==> src/rtl/keypad_pkg.sv <==
// rtl/keypad_pkg.sv - shared types, sizes and column-drive helper for the 4x4 keypad scanner
package keypad_pkg;
    localparam int NUM_ROWS = 4;
    localparam int NUM_COLS = 4;
    localparam int CODE_W   = 4;

    typedef enum logic [1:0] {IDLE, DEBOUNCE, PRESSED, RELEASE} keyState_e;
    typedef enum logic [1:0] {NONE, SINGLE, MULTI} scanClass_e;

    // Active-low one-cold column drive for a column index.
    function automatic logic [NUM_COLS-1:0] colDrive(input logic [1:0] idx);
        return ~(NUM_COLS'(1) << idx);
    endfunction
endpackage

==> src/rtl/keypad_scan4x4_if.sv <==
// rtl/keypad_scan4x4_if.sv - keypad pins and key-event outputs of the scanner
interface keypad_scan4x4_if;
    import keypad_pkg::*;

    logic [NUM_ROWS-1:0] row_n;
    logic [NUM_COLS-1:0] col_n;
    logic [CODE_W-1:0]   key_code;
    logic                key_valid;
    logic                key_held;

    modport master (input row_n, output col_n, output key_code, output key_valid, output key_held);
    modport slave  (output row_n, input col_n, input key_code, input key_valid, input key_held);
endinterface

==> src/rtl/keypad_col_scanner.sv <==
// rtl/keypad_col_scanner.sv - row synchronizer, column dwell/rotation and per-scan snapshot
module keypad_col_scanner
    import keypad_pkg::*;
#(
    parameter int SCAN_DIV = 50000
) (
    input  logic                         clk,
    input  logic                         nrst,
    input  logic [NUM_ROWS-1:0]          rowN,
    output logic [NUM_COLS-1:0]          colN,
    output logic [NUM_ROWS*NUM_COLS-1:0] snapshot,
    output logic                         scanDone
);
    localparam int DW = $clog2(SCAN_DIV);
    localparam logic [DW-1:0] DIV_LAST = DW'(SCAN_DIV - 1);

    logic [NUM_ROWS-1:0] rowSync1, rowSync2;
    logic [DW-1:0]       dwellCnt;
    logic [1:0]          colIdx;

    // SCAN_DIV >= 4 keeps the 2-flop delay inside the dwell, so the sample sees the driven column.
    always_ff @(posedge clk or negedge nrst) begin
        if (!nrst) begin
            rowSync1 <= 4'hF;
            rowSync2 <= 4'hF;
            dwellCnt <= '0;
            colIdx   <= 2'd0;
            colN     <= colDrive(2'd0);
            snapshot <= '0;
            scanDone <= 1'b0;
        end else begin
            rowSync1 <= rowN;
            rowSync2 <= rowSync1;
            scanDone <= 1'b0;
            if (dwellCnt == DIV_LAST) begin
                dwellCnt                       <= '0;
                snapshot[{colIdx, 2'b00} +: 4] <= ~rowSync2;
                colIdx                         <= colIdx + 2'd1;
                colN                           <= colDrive(colIdx + 2'd1);
                scanDone                       <= (colIdx == 2'd3);
            end else begin
                dwellCnt <= dwellCnt + DW'(1);
            end
        end
    end
endmodule

==> src/rtl/keypad_scan4x4.sv <==
// rtl/keypad_scan4x4.sv - 4x4 keypad scanner with scan-level debounce; KEYPAD_TYPEMATIC_EN adds auto-repeat
module keypad_scan4x4
    import keypad_pkg::*;
#(
    parameter int SCAN_DIV       = 50000,
    parameter int DEBOUNCE_SCANS = 4
`ifdef KEYPAD_TYPEMATIC_EN
    ,
    parameter int REPEAT_DELAY   = 500,
    parameter int REPEAT_RATE    = 100
`endif
) (
    input  logic clk,
    input  logic nrst,
    keypad_scan4x4_if.master kp
);
    localparam int CNT_W = $clog2(DEBOUNCE_SCANS + 1);
    localparam logic [CNT_W-1:0] DEB_LAST = CNT_W'(DEBOUNCE_SCANS - 1);
    localparam bit DEB_ONE = (DEBOUNCE_SCANS == 1);

    logic [NUM_ROWS*NUM_COLS-1:0] snapshot, keyVec;
    logic                         scanDone;
    scanClass_e                   scanClass;
    logic [CODE_W-1:0]            candCode, cand, keyCode;
    keyState_e                    state;
    logic [CNT_W-1:0]             debCnt;
    logic                         keyValid, keyHeld;

`ifdef KEYPAD_TYPEMATIC_EN
    localparam int REP_W = $clog2(REPEAT_DELAY + REPEAT_RATE + 1);
    localparam logic [REP_W-1:0] REP_FIRST = REP_W'(REPEAT_DELAY);
    localparam logic [REP_W-1:0] REP_NEXT  = REP_W'(REPEAT_DELAY + REPEAT_RATE);
    logic [REP_W-1:0] repCnt, repNext;
    assign repNext = repCnt + REP_W'(1);
`endif

    keypad_col_scanner #(.SCAN_DIV(SCAN_DIV)) u_scanner (
        .clk      (clk),
        .nrst     (nrst),
        .rowN     (kp.row_n),
        .colN     (kp.col_n),
        .snapshot (snapshot),
        .scanDone (scanDone)
    );

    // Snapshot is column-major; reorder so the bit index equals the key code row*4+col.
    always_comb begin
        keyVec   = '0;
        candCode = '0;
        for (int r = 0; r < NUM_ROWS; r++)
            for (int c = 0; c < NUM_COLS; c++)
                keyVec[r*NUM_COLS + c] = snapshot[c*NUM_ROWS + r];
        for (int i = 0; i < NUM_ROWS*NUM_COLS; i++)
            if (keyVec[i]) candCode = CODE_W'(i);
        scanClass = MULTI;
        if ($countones(keyVec) == 0)      scanClass = NONE;
        else if ($countones(keyVec) == 1) scanClass = SINGLE;
    end

    always_ff @(posedge clk or negedge nrst) begin
        if (!nrst) begin
            state    <= IDLE;
            cand     <= '0;
            debCnt   <= '0;
            keyCode  <= '0;
            keyValid <= 1'b0;
            keyHeld  <= 1'b0;
`ifdef KEYPAD_TYPEMATIC_EN
            repCnt   <= '0;
`endif
        end else begin
            keyValid <= 1'b0;
            if (scanDone) begin
                unique case (state)
                    IDLE: if (scanClass == SINGLE) begin
                        cand <= candCode;
                        if (DEB_ONE) begin
                            keyCode  <= candCode;
                            keyValid <= 1'b1;
                            keyHeld  <= 1'b1;
                            debCnt   <= '0;
                            state    <= PRESSED;
`ifdef KEYPAD_TYPEMATIC_EN
                            repCnt   <= '0;
`endif
                        end else begin
                            debCnt <= CNT_W'(1);
                            state  <= DEBOUNCE;
                        end
                    end
                    DEBOUNCE: if (scanClass != SINGLE) begin
                        debCnt <= '0;
                        state  <= IDLE;
                    end else if (candCode != cand) begin
                        cand   <= candCode;
                        debCnt <= CNT_W'(1);
                    end else if (debCnt >= DEB_LAST) begin
                        keyCode  <= cand;
                        keyValid <= 1'b1;
                        keyHeld  <= 1'b1;
                        debCnt   <= '0;
                        state    <= PRESSED;
`ifdef KEYPAD_TYPEMATIC_EN
                        repCnt   <= '0;
`endif
                    end else begin
                        debCnt <= debCnt + CNT_W'(1);
                    end
                    // A different single key while held is ignored until a clean release.
                    PRESSED: if (scanClass == NONE) begin
                        if (DEB_ONE) begin
                            debCnt  <= '0;
                            keyHeld <= 1'b0;
                            state   <= IDLE;
                        end else begin
                            debCnt <= CNT_W'(1);
                            state  <= RELEASE;
                        end
                    end else begin
                        debCnt <= '0;
`ifdef KEYPAD_TYPEMATIC_EN
                        if (scanClass == MULTI) begin
                            repCnt <= '0;
                        end else if (repNext == REP_FIRST) begin
                            repCnt   <= repNext;
                            keyValid <= 1'b1;
                        end else if (repNext == REP_NEXT) begin
                            repCnt   <= REP_FIRST;
                            keyValid <= 1'b1;
                        end else begin
                            repCnt <= repNext;
                        end
`endif
                    end
                    RELEASE: if (scanClass != NONE) begin
                        debCnt <= '0;
                        state  <= PRESSED;
                    end else if (debCnt >= DEB_LAST) begin
                        debCnt  <= '0;
                        keyHeld <= 1'b0;
                        state   <= IDLE;
                    end else begin
                        debCnt <= debCnt + CNT_W'(1);
                    end
                endcase
            end
        end
    end

    assign kp.key_code  = keyCode;
    assign kp.key_valid = keyValid;
    assign kp.key_held  = keyHeld;
endmodule
==> src/flat_wrapper.sv <==
// flat-port wrapper written by rule: the top's interface ports become plain ports
module keypad_scan4x4_flat import keypad_pkg::*;
#(
    parameter int SCAN_DIV       = 50000,
    parameter int DEBOUNCE_SCANS = 4

)
  (clk, nrst, kp_row_n, kp_col_n, kp_key_code, kp_key_valid, kp_key_held);
  keypad_scan4x4_if kp_i ();
  input  logic clk;
  input  logic nrst;
  input wire logic [$bits(kp_i.row_n)-1:0] kp_row_n;
  output wire logic [$bits(kp_i.col_n)-1:0] kp_col_n;
  output wire logic [$bits(kp_i.key_code)-1:0] kp_key_code;
  output wire logic [$bits(kp_i.key_valid)-1:0] kp_key_valid;
  output wire logic [$bits(kp_i.key_held)-1:0] kp_key_held;
  assign kp_i.row_n = kp_row_n;
  assign kp_col_n = kp_i.col_n;
  assign kp_key_code = kp_i.key_code;
  assign kp_key_valid = kp_i.key_valid;
  assign kp_key_held = kp_i.key_held;
  keypad_scan4x4 #(.SCAN_DIV(SCAN_DIV), .DEBOUNCE_SCANS(DEBOUNCE_SCANS)) u_core (.clk(clk), .nrst(nrst), .kp(kp_i));
endmodule
==> config.mk <==
export PLATFORM = sky130hd
export DESIGN_NAME = keypad_scan4x4_flat
export DESIGN_NICKNAME = d
export VERILOG_FILES = /design/src/rtl/keypad_pkg.sv /design/src/rtl/keypad_scan4x4_if.sv /design/src/rtl/keypad_col_scanner.sv /design/src/rtl/keypad_scan4x4.sv /design/src/flat_wrapper.sv
export SDC_FILE = /design/constraint.sdc
export NUM_CORES = 1
export LEC_CHECK = 0
export CAP_MARGIN = 25
export CELL_PAD_IN_SITES_DETAIL_PLACEMENT = 0
export CELL_PAD_IN_SITES_GLOBAL_PLACEMENT = 1
export CORE_UTILIZATION = 41
export DETAILED_ROUTE_END_ITERATION = 16
export PLACE_DENSITY_LB_ADDON = 0.25
export SLEW_MARGIN = 20
export SYNTH_ARGS = -nofsm -noshare
export SYNTH_HDL_FRONTEND = slang
export SYNTH_HIERARCHICAL = 1
export SYNTH_SLANG_ARGS = --single-unit
export TNS_END_PERCENT = 5
==> constraint.sdc <==
create_clock -name clk -period 4.9 [get_ports clk]
set_input_delay 1.47 -clock clk [delete_from_list [all_inputs] [get_ports clk]]
set_output_delay 1.47 -clock clk [all_outputs]
set_load 0.05 [all_outputs]
* Word-level counts from Yosys, hierarchy flattened
Cells that the tools add are included. W data, S select, Z words.
Cells by class: add/subtract/negate cells 19, multipliers 0, div/mod/pow operators 0, magnitude comparators 1, equal/unequal tests 20, shift-type cells 3, muxes and demuxes 50, bitwise gates (word level) 4, reduce and logical (&&, ||, !) cells 11
Operators by type and width (count):
- $add A32 B32 Y32 | 7
- $mux W4 | 17
- $eq A32 B2 Y1 const B | 1
- $logic_not A32 Y1 | 1
- $mux W2 | 9
- $add A1 B1 Y2 | 8
- $add A16 B1 Y16 const B | 1
- $bwmux W16 | 1
- $eq A16 B16 Y1 const B | 1
- $mux W16 | 1
- $shift A4 B6 Y16 const A | 1
- $shiftx A4 B6 Y16 | 1
- $mux W3 | 5
- $mux W1 | 13
- $ne A2 B1 Y1 const B | 6
- $pmux W3 S4 | 1
- $reduce_and A5 Y1 | 2
- $not A4 Y4 | 2
- $pmux W2 S4 | 1
- $pmux W4 S2 | 1
- $reduce_and A7 Y1 | 1
- $eq A2 B2 Y1 const B | 3
- $ne A2 B2 Y1 const B | 3
- $ne A3 B1 Y1 const B | 2
- 14 further kinds | 19
Word-level totals: register bits 62, bits in latches 0, RAM bits 0, memory bits (read-only) 0, input bits 6, logic and storage cells 121, memories 0

* Logic depth before layout (Yosys ltp)
depth in word-level cells 20, mapped depth 16

* Cells and area by module
The synthesis kept the hierarchy.
By module, submodules not included:
- keypad_col_scanner | instances 1, cells an instance 163, area an instance 2034.5 um2, seq. area each 1189.9 um2
- keypad_scan4x4 | instances 1, cells an instance 159, area an instance 1471.4 um2, seq. area each 375.4 um2

* Worst setup path after synthesis
No wires, ideal clock.
path kind register -> register, start register u_core.u_scanner.snapshot[5], end register u_core.keyCode[0] (netlist: u_core/kp.key_code[0]), setup time 125 ps, arrival 4827 ps, data required time 4775 ps, setup slack -53 ps, stages on the path, launching flop included 17, clock period less this slack 4953 ps, path through dfrtp_1 inv_1 fa_1 inv_1 fa_1 fa_1 inv_1 fa_1 inv_1 ha_1 fa_1 or4_1 a2bb2oi_1 nor3_2 and2_1 and4_4 mux2_4
On the way: longest elaborated chain between the ends 14, elaborated cells on any way between the ends 24, those cells by class 4 x add/sub; 3 x eq/ne; 13 x mux; 2 x bitwise; 2 x reduce/logical
Ends and longest elaborated chain:
- from (decl) | line keypad_col_scanner.sv:11 | output logic [NUM_ROWS*NUM_COLS-1:0] snapshot,
- from (signal, indexed assignment) | line keypad_col_scanner.sv:37 | snapshot[{colIdx, 2'b00} +: 4] <= ~rowSync2;
- parallel branches: the longest is 13 deep, another holds $add A32 B32 Y32
- $reduce_and A5 Y1 (no source line) *
- to (signal assigned) | line keypad_scan4x4.sv:78 | keyCode <= candCode;
- to (signal assigned) | line keypad_scan4x4.sv:98 | keyCode <= cand;
- to (decl) | line keypad_scan4x4.sv:24 | logic [CODE_W-1:0] candCode, cand, keyCode;
Mark *: on every way between the ends. A chain may end at the register's enable or synchronous reset.

* Worst setup path after layout
start register u_core.u_scanner.snapshot[15], end register u_core.keyCode[1] (netlist: u_core/kp.key_code[1])
On the way: longest elaborated chain between the ends 10, elaborated cells on any way between the ends 14, those cells by class 4 x add/sub; 3 x eq/ne; 3 x mux; 2 x bitwise; 2 x reduce/logical
Ends and longest elaborated chain:
- $add A1 B1 Y2 (implied by the code) | line keypad_scan4x4.sv:56, keypad_scan4x4.sv:57
- $add A32 B32 Y32 (implied by the code) (3 in a row) | line keypad_scan4x4.sv:56, keypad_scan4x4.sv:57
- $eq A32 B2 Y1 | line keypad_scan4x4.sv:57 | else if ($countones(keyVec) == 1) scanClass = SINGLE;
- $mux W2 | line keypad_scan4x4.sv:57
- $mux W2 | line keypad_scan4x4.sv:56 | if ($countones(keyVec) == 0) scanClass = NONE;
- $ne A2 B1 Y1 | line keypad_scan4x4.sv:91 | DEBOUNCE: if (scanClass != SINGLE) begin
- $not A1 Y1 (no source line)
- $reduce_and A5 Y1 (no source line) *
Mark *: on every way between the ends. The rest lies on a longest branch, timed or not.

==> out/metrics.csv <==
metric,value,unit
DRC viols,0,
"EDFF count, synth",0,
Worst Path Arrival,5.17,ns
Die Ht,94.5,um
hold wc startpoint,u_core/u_scanner/rowSync1[2],
HPWL after detailed placement,5.10,mm
power consumption,1.05,mW
Rel. slew slack,42.9,%
top cell type's share of synthesized area,36.4,%
Placed Cells,452,
reg2reg end,u_core/kp.key_code[1],
Worst setup EP type,flip-flop,
Worst R2R Path Depth,16,
Die ar.,8920,um^2
Reg2Reg Launch Point,u_core/u_scanner/snapshot[15],
Async SR Flop Fraction,100,%
final std cells w/o fill,469,
post-synthesis sequential area ratio,44.6,%
Synth area leader,dfrtp_1,
synth cell count leaders,"dfrtp_1, nor2_1, inv_1, o21ai_0, nand2_1",
CTS tree,yes,
flop and latch count out of synthesis,62,
Post-layout nets,388,
GRT overflow,0,
WHS Path Cells,0,
Power Dens Cells,255,nW/um^2
IO buf count,15,
worst-skew pair later-pin latency,0.34,ns
via count,2440,
ranking of synthesized cells by area,"dfrtp_1, dfstp_2, fa_1",
io pins,16,
Final Cell Area,4140,um^2
number of warnings issued by yosys,6,
Die X,94.5,um
largest net degree at the start of global routing,40,
Max Clock Freq,202,MHz
synthesized area,3510,um^2
Core ar.,8260,um^2
register area,1570,um^2
Tightest Pin Transition,0.857,ns
Antenna Nets Post-Route,0,
Min-Delay Path Class,reg -> reg,
syn_nets,351,
Post-Syn Instances,322,
Clock Path Buffers,2,
initial DRC count,110,
DRT Pass-1 Iters,4,
# rows,33,
hold endpoint,u_core/u_scanner/rowSync2[2],
Clock Sinks,62,
Starting Density,42.5,%
total CTS buffers,9,
CTS H-tree depth,3,
Setup CP Type,reg -> reg,
final hold slack,0.357,ns
area delta synth->final,18.0,%
first-pass GRT wire length,12.0,mm
final core occ,50.1,%
crit start category,flip-flop,
Wirelength per Cell,14.9,um
area of the multi-input gates,1830,um^2
worst reg2reg setup slack,-0.05,ns
antenna violations before repair,0,
final setup fails,4,
Hold Fails Final Rpt,0,
Setup Skew,0.0121,ns
vias in the first global route,2480,
PnR worst setup slack,-0.0493,ns
Placer Congestion,0.755,
clk slew on worst S/H paths,0.07,ns
final setup TNS,-0.171,ns
placed cell areas,3870,um^2
CTS root buf,clkbuf_8,
Final min period,4.95,ns
GRT Total Usage,17.6,%
Vias/cell,5.20,
pre-CTS setup slack,-0.0631,ns
final-layout fill cell count,770,
Post-Syn Area per Cell,10.9,um^2
share of layout cells above drive strength 1,23.1,%
maximum vdd drop,0.157,mV
status,finished with violations,
Leakage Power,1.98,nW
MaxCap Viol Count,0,
Post-synth top flop,dfrtp_1,
count of final max-slew check failures,0,
Netlist cell types,55,
RSZ-0062 raised after global routing,true,
most common cell in the synthesized netlist,dfrtp_1,
ANT cells,0,
failing checks,setup timing,
fin crit share,101,%
"critical path fanouts, max",4,
Critical Path RT,5.12,ns
WL final,6.99,mm
-- power by group --
| part | internal [mW] | total (mW) | switching, mW | leakage, nW |
|---|---|---|---|---|
| Clock | 0.314 | 0.519 | 0.205 | 0.116 |
| Combinational | 0.00406 | 0.0147 | 0.0106 | 1.05 |
| Sequential | 0.518 | 0.520 | 0.00247 | 0.813 |
-- worst max-delay path, cell delays in order (launching register included) --
cell       delay [ns]
dfrtp_1          0.40
fa_1             0.55
inv_1            0.05
fa_1             0.47
inv_1            0.05
fa_1             0.47
inv_1            0.05
fa_1             0.47
inv_1            0.04
ha_2             0.17
fa_1             0.48
or4_4            0.49
a2bb2oi_2        0.17
nor3_4           0.23
and2_4           0.18
and4_4           0.27
mux2_4           0.30
-- cell families after synthesis --
kind of cell | count (synthesis) | synth area share, %
xor+xnor | 13 | 3.25
fa+ha+maj | 23 | 10.3
compound gates | 53 | 10.3
simple gates | 114 | 19.0
flops | 62 | 44.6
buf+inv | 34 | 3.78
mux | 23 | 8.64
-- registers in the layout (all words and copies together) (netlist names) --
| register | flops |
|---|---|
| u_core/u_scanner/dwellCnt | 16 |
| u_core/u_scanner/snapshot | 16 |
| u_core/cand | 4 |
| u_core/kp.key_code | 4 |
| u_core/u_scanner/colN | 4 |
| u_core/u_scanner/rowSync1 | 4 |
| u_core/u_scanner/rowSync2 | 4 |
| u_core/debCnt | 3 |
| u_core/state | 2 |
| u_core/u_scanner/colIdx | 2 |
| u_core/kp.key_held | 1 |
| u_core/kp.key_valid | 1 |
| u_core/u_scanner/scanDone | 1 |
-- how the worst max path moves through the flow --
stage	start	endpoint	slack, ns	cells past startpoint
2_1_floorplan	u_core/u_scanner/snapshot[5]	u_core/kp.key_code[0]	-0.05	16
3_3_place_gp	u_core/u_scanner/snapshot[11]	u_core/kp.key_code[3]	0.02	16
3_5_place_dp	u_core/u_scanner/snapshot[11]	u_core/kp.key_code[0]	-0.06	16
4_1_cts	u_core/u_scanner/snapshot[11]	u_core/kp.key_code[0]	-0.09	16
5_1_grt	u_core/u_scanner/snapshot[15]	u_core/kp.key_code[1]	-0.23	16
6_report	u_core/u_scanner/snapshot[15]	u_core/kp.key_code[1]	-0.05	16
-- repair_timing --
item | in CTS | in global routing
pin swaps | 0 | 4
setup endpoints to repair | 5 | 13
resized for setup | 0 | 9
buffers inserted | 0 | 1
hold buffers | 0 | 0
-- layout by cell type, fill, tap and decap left out, drive strengths merged, types with 7 or more instances in the layout --
| cell type | instances |
|---|---|
| buf | 17 |
| clkbuf | 11 |
| clkdlybuf4s50 | 14 |
| dfrtp | 51 |
| dfstp | 11 |
| fa | 10 |
| ha | 13 |
| inv | 29 |
| mux2 | 22 |
| nand2 | 20 |
| nand3 | 10 |
| nor2 | 39 |
| nor4 | 7 |
| o21ai | 20 |
| xor2 | 7 |
-- cell type report --
type,count,area share (%)
Inverter,29,2.63
Clock inverter,5,1.97
Tap cell,105,3.18
Timing Repair Buffer,31,6.41
Clock buffer,11,3.66
Multi-Input combinational cell,226,44.3
Sequential cell,62,37.9
-- routing by layer --
metal | routed length (um) | vias up | track usage, % | share of wire, %
li1 | - | 1205 | - | -
met1 | 3400 | 1207 | 23.6 | 49
met2 | 3330 | 21 | 28.6 | 48
met3 | 163 | 7 | 3.86 | 2.3
met4 | 101 | 0 | 5.43 | 1.4
met5 | 0 | - | 0 | 0
Power figures use the tool's default switching activity.
